===== src/rtl/traffic_light_monitor.sv =====
// Passive checker for a one-hot {R,Y,G} traffic-light bus: tracks phase/dwell, locks on R->G->Y->R.
// Define TLM_DURATION_CHECK_EN to enable SHORT/LONG phase-duration checks.
module traffic_light_monitor #(
  parameter int RED_CYCLES    = 11,
  parameter int GREEN_CYCLES  = 9,
  parameter int YELLOW_CYCLES = 4,
  parameter int CNT_W         = 8
) (
  input  logic             clk,
  input  logic             rst_n,
  input  logic [2:0]       lights,
  output logic [1:0]       phase,
  output logic             locked,
  output logic [CNT_W-1:0] dwell,
  output logic             err_pulse,
  output logic [2:0]       err_code,
  output logic [CNT_W-1:0] err_count,
  output logic             cycle_pulse
);

  typedef enum logic [1:0] {
    PH_NONE = 2'b00, PH_RED = 2'b01, PH_GREEN = 2'b10, PH_YELLOW = 2'b11
  } phase_e;

  typedef enum logic [2:0] {
    E_NONE = 3'd0, E_ILLEGAL = 3'd1, E_ORDER = 3'd2, E_SHORT = 3'd3, E_LONG = 3'd4
  } err_e;

`ifdef TLM_DURATION_CHECK_EN
  localparam bit DUR_EN = 1'b1;
`else
  localparam bit DUR_EN = 1'b0;
`endif

  localparam logic [CNT_W-1:0] CNT_MAX = '1;

  phase_e           phase_q, phase_d;
  logic             locked_q, locked_d;
  logic [CNT_W-1:0] dwell_q, dwell_d;
  logic             err_pulse_q, err_pulse_d;
  logic [2:0]       err_code_q, err_code_d;
  logic [CNT_W-1:0] err_count_q, err_count_d;
  logic             cycle_pulse_q, cycle_pulse_d;

  phase_e           color;
  logic             legal_succ;
  logic [CNT_W-1:0] exp_cyc;
  logic [CNT_W-1:0] dwell_inc;
  err_e             err;

  always_comb begin
    unique case (lights)
      3'b100:  color = PH_RED;
      3'b001:  color = PH_GREEN;
      3'b010:  color = PH_YELLOW;
      default: color = PH_NONE;
    endcase
  end

  always_comb begin
    unique case (phase_q)
      PH_RED:   exp_cyc = CNT_W'(RED_CYCLES);
      PH_GREEN: exp_cyc = CNT_W'(GREEN_CYCLES);
      default:  exp_cyc = CNT_W'(YELLOW_CYCLES);
    endcase
  end

  assign legal_succ = (phase_q == PH_RED    && color == PH_GREEN)  ||
                      (phase_q == PH_GREEN  && color == PH_YELLOW) ||
                      (phase_q == PH_YELLOW && color == PH_RED);
  assign dwell_inc  = (dwell_q == CNT_MAX) ? dwell_q : dwell_q + 1'b1;

  always_comb begin
    phase_d       = phase_q;
    locked_d      = locked_q;
    dwell_d       = dwell_q;
    cycle_pulse_d = 1'b0;
    err           = E_NONE;
    if (color == PH_NONE) begin
      err      = E_ILLEGAL;
      phase_d  = PH_NONE;
      dwell_d  = '0;
      locked_d = 1'b0;
    end else if (phase_q == PH_NONE) begin
      phase_d = color;
      dwell_d = 1;
    end else if (color == phase_q) begin
      dwell_d = dwell_inc;
      // Lock drops after LONG, so it cannot refire within the same phase.
      if (DUR_EN && locked_q && dwell_inc == exp_cyc + 1'b1) begin
        err      = E_LONG;
        locked_d = 1'b0;
      end
    end else begin
      phase_d = color;
      dwell_d = 1;
      if (!legal_succ) begin
        err      = E_ORDER;
        locked_d = 1'b0;
      end else if (DUR_EN && locked_q && dwell_q < exp_cyc) begin
        err      = E_SHORT;
        locked_d = 1'b0;
      end else begin
        cycle_pulse_d = locked_q && phase_q == PH_YELLOW;
        locked_d      = 1'b1;
      end
    end
    err_pulse_d = (err != E_NONE);
    err_code_d  = err_pulse_d ? err : err_code_q;
    err_count_d = (err_pulse_d && err_count_q != CNT_MAX) ? err_count_q + 1'b1 : err_count_q;
  end

  always_ff @(posedge clk or negedge rst_n) begin
    if (!rst_n) begin
      phase_q       <= PH_NONE;
      locked_q      <= 1'b0;
      dwell_q       <= '0;
      err_pulse_q   <= 1'b0;
      err_code_q    <= '0;
      err_count_q   <= '0;
      cycle_pulse_q <= 1'b0;
    end else begin
      phase_q       <= phase_d;
      locked_q      <= locked_d;
      dwell_q       <= dwell_d;
      err_pulse_q   <= err_pulse_d;
      err_code_q    <= err_code_d;
      err_count_q   <= err_count_d;
      cycle_pulse_q <= cycle_pulse_d;
    end
  end

  assign phase       = phase_q;
  assign locked      = locked_q;
  assign dwell       = dwell_q;
  assign err_pulse   = err_pulse_q;
  assign err_code    = err_code_q;
  assign err_count   = err_count_q;
  assign cycle_pulse = cycle_pulse_q;

endmodule

===== config.mk =====
export PLATFORM = sky130hd
export DESIGN_NAME = traffic_light_monitor
export DESIGN_NICKNAME = d
export VERILOG_FILES = /design/src/rtl/traffic_light_monitor.sv
export SDC_FILE = /design/constraint.sdc
export NUM_CORES = 1
export LEC_CHECK = 0
export CORE_MARGIN = 5
export CORE_UTILIZATION = 47
export CTS_CLUSTER_DIAMETER = 30
export DETAILED_ROUTE_END_ITERATION = 12
export GPL_TIMING_DRIVEN = 1
export PLACE_DENSITY = 0.75
export SKIP_LAST_GASP = 1
export SLEW_MARGIN = 20
export SYNTH_ARGS = -nofsm -noshare
export SYNTH_HDL_FRONTEND = slang
export SYNTH_SLANG_ARGS = --single-unit

===== constraint.sdc =====
create_clock -name clk -period 2 [get_ports clk]
set_input_delay 0.4 -clock clk [delete_from_list [all_inputs] [get_ports clk]]
set_output_delay 0.4 -clock clk [all_outputs]
set_load 0.01 [all_outputs]

==> run_results.csv <==
group,metric,value,unit
run_status,status,"finished clean",
synth,synth.distinct_cells,38,
grt,grt_max_degree,24,
power_and_ir_drop,p_int,0.957,mW
sta,max_freq,544,MHz
clocking,holdBufCountCts,0,
sta,setup_viol,0,
worst_setup_path,critPathBufInv,1,
clocking,cts_tree,"built",
placed_design,io_buffers,27,
clocking,cts-buffers-inserted,3,
floorplanning,die_h,62.3,um
clocking,cts_max_level,1,
synth,synth_edf_count,0,
power_and_ir_drop,combPwrFrac,0.384,
detailed_routing,drtAntennaViolNets,0,
clocking,post_cts.repair.setup_buffers,0,
clocking,post_cts_resize_count,0,
sta,slew_violations,0,
sta,rsz0062_at_grt,"no",
floorplanning,io_pins,29,
synth,syn_inst,136,
synth,avgSynthCellArea,9.44,um^2
clocking,clk-insertion-delay-late,0.31,ns
placed_design,hpwlAfterDp,2.10,mm
finish,diodes,0,
power_and_ir_drop,vdd.ir_drop.worst,818,uV
placed_design,place_congestion,0.873,
finish,drive_above_1_share,0.150,
synth,synth-seq-area-share,0.448,
synth,ys.flop_type,"dfrtp_1",
synth,synthArstFlopShare,1.00,
power_and_ir_drop,switchingPower,0.496,mW
worst_setup_path,path_delay_family,"buffers and inverters",
floorplanning,coreArea,2690,um^2
clocking,cts_root_buf,"clkbuf_4",
sta,finalHoldViolCount,0,
detailed_routing,wl_per_cell,13.3,um
synth,syn-num-nets,143,
worst_hold_path,hold_class,"in2async",
worst_setup_path,cp_data_required_time,1.60,ns
detailed_routing,wl_met2,1.34,mm
sta,finClkSkew,0.00394,ns
clocking,cts.sinks,23,
floorplanning,dieArea,3880,um^2
sta,finalCriticalPeriod,1.84,ns
synth,yosys.area.top_type_share,0.448,
flow_run,drv_cap,0,
synth,yosys-top-cells-area,"dfrtp_1, a21oi_1, nor2_1, nand2_1, nand2b_1",
grt,grt_pass1_wl,4.83,mm
finish,stdcell_area,1670,um^2
placed_design,placed_area,1640,um^2
detailed_routing,dr_total_vias,1122,
synth,synth_commonest_cells,"dfrtp_1, nor2_1, nand2_1",
worst_setup_path,path_max_fanout,10,
detailed_routing,dr.max_layer_used,"met4",
power_and_ir_drop,p_clk_frac,0.147,
worst_setup_path,crit_chain,"clkdlybuf4s50_1",
finish,fin_nets,181,
worst_setup_path,critPathSlowestCell,"clkdlybuf4s50_1",
sta,hold_ws,0.416,ns
detailed_routing,wl,2.71,mm
detailed_routing,drtPass1Iterations,4,
detailed_routing,wl_met3,162,um
power_and_ir_drop,powerDensity,870,nW/um^2
floorplanning,fp.dieW,62.3,um
worst_setup_path,worstSetupEndpointType,"output pin",
detailed_routing,viasPerCell,5.50,
power_and_ir_drop,p_seq_frac,0.469,
detailed_routing,drt_iter0_markers,45,
detailed_routing,m1WireLength,1.16,mm
detailed_routing,remaining_drc_errors,0,
clocking,clk_pin_slew,0.13,ns
power_and_ir_drop,switching_share,0.341,
finish,syn2layout_area_growth,30.1,%
clocking,clockBufferDepth,2,
grt,antenna_found_initial,0,
sta,min_period_over_period,0.919,
synth,synth.most_common_cell,"dfrtp_1",
worst_setup_path,cp_slowest_stage_delay,0.60,ns
synth,ys_seq_elements,23,
grt,overflow,0,
floorplanning,initial_utilization,0.478,
power_and_ir_drop,p_leak,0.703,nW
worst_setup_path,arrival,1.44,ns
grt,track_usage,0.148,
worst_setup_path,cp-start-kind,"flop",
worst_setup_path,crit_type,"reg2out",
synth,syn-cell-area,1280,um^2
synth,ys_warn_count,0,
grt,first_global_vias,1128,
synth,yosysTopAreaCell,"dfrtp_1",
floorplanning,rows,19,
==> per-layer routing <==
layer  track usage  vias up
met1         0.179      538
met3        0.0396        6
met4        0.0477        0
met5             0        -
li1              -      544
met2         0.255       34
==> power by group through the flow <==
stage	clock network, mW	registers, mW	logic, mW
after floorplan	0	0.708	0.266
final	0.214	0.681	0.558
after global placement	0	0.686	0.552
after CTS	0.228	0.682	0.568
after global routing	0.251	0.699	0.615
after detailed placement	0	0.689	0.565
==> worst paths after layout <==
path                               from            to  slack, ns  cells past startpoint
setup / recovery               phase[1]      phase[1]       0.16                      1
max in group asynchronous         rst_n        locked       1.36                      2
hold / removal                    rst_n      dwell[3]       0.42                      2
hold reg to reg            err_count[0]  err_count[0]       0.54                      1
setup reg to reg               phase[1]  err_count[1]       0.34                      5
min in group clk           err_count[0]  err_count[0]       0.54                      1
==> placed cells by master (no fill, tap or decap), types with 2 or more instances in the layout <==
cell	instances
a21oi_1	12
a31oi_1	2
and3_1	3
buf_4	10
clkbuf_4	3
clkdlybuf4s50_1	27
dfrtp_1	23
ha_1	2
inv_1	4
mux2_4	2
mux2i_1	3
nand2_1	15
nand2b_1	7
nand3_1	5
nand4_1	3
nor2_1	16
nor3_1	2
nor3_2	2
o21ai_0	5
o21bai_1	2
xnor2_1	3
xor2_1	4
==> flip-flops by register name, indices dropped and copies added, names as in the netlist <==
| name | cells |
|---|---|
| cycle_pulse | 1 |
| dwell | 8 |
| err_code | 2 |
| err_count | 8 |
| err_pulse | 1 |
| locked | 1 |
| phase | 2 |
==> metrics by stage <==
| step | util | instances | setup slack, ns | total power [mW] | setup TNS [ns] |
|---|---|---|---|---|---|
| 2_1_floorplan | - | 136 | 0.357 | 0.973 | 0 |
| 3_3_place_gp | 0.612 | 200 | -0.0278 | 1.24 | -0.0364 |
| 3_5_place_dp | 0.612 | 200 | -0.0719 | 1.25 | -0.240 |
| 4_1_cts | 0.622 | 204 | 0.146 | 1.48 | 0 |
| 5_1_grt | 0.622 | 204 | 0.0601 | 1.56 | 0 |
| 6_report | 0.622 | 204 | 0.163 | 1.45 | 0 |
==> layout make-up <==
type,instances,area (um^2)
flip-flops and latches,23,576
clock buffers,3,22.5
repair buffers,37,345
multi-input cells,104,662
well taps,31,38.8
clock inverters,1,5.00
inverters,5,21.3
fillers,229,1020
==> kinds of logic after synthesis <==
family / Yosys count / share of synthesized area
xor gates and xnor gates: 7 / 0.0478
buffers and inverters: 9 / 0.0361
AOI/OAI and AO/OA: 28 / 0.146
muxes: 5 / 0.0468
adders and majority gates: 2 / 0.0195
and+or+nand+nor: 61 / 0.252
other: 1 / 0.00292
DFF: 23 / 0.448
Power figures use the tool's default switching activity.
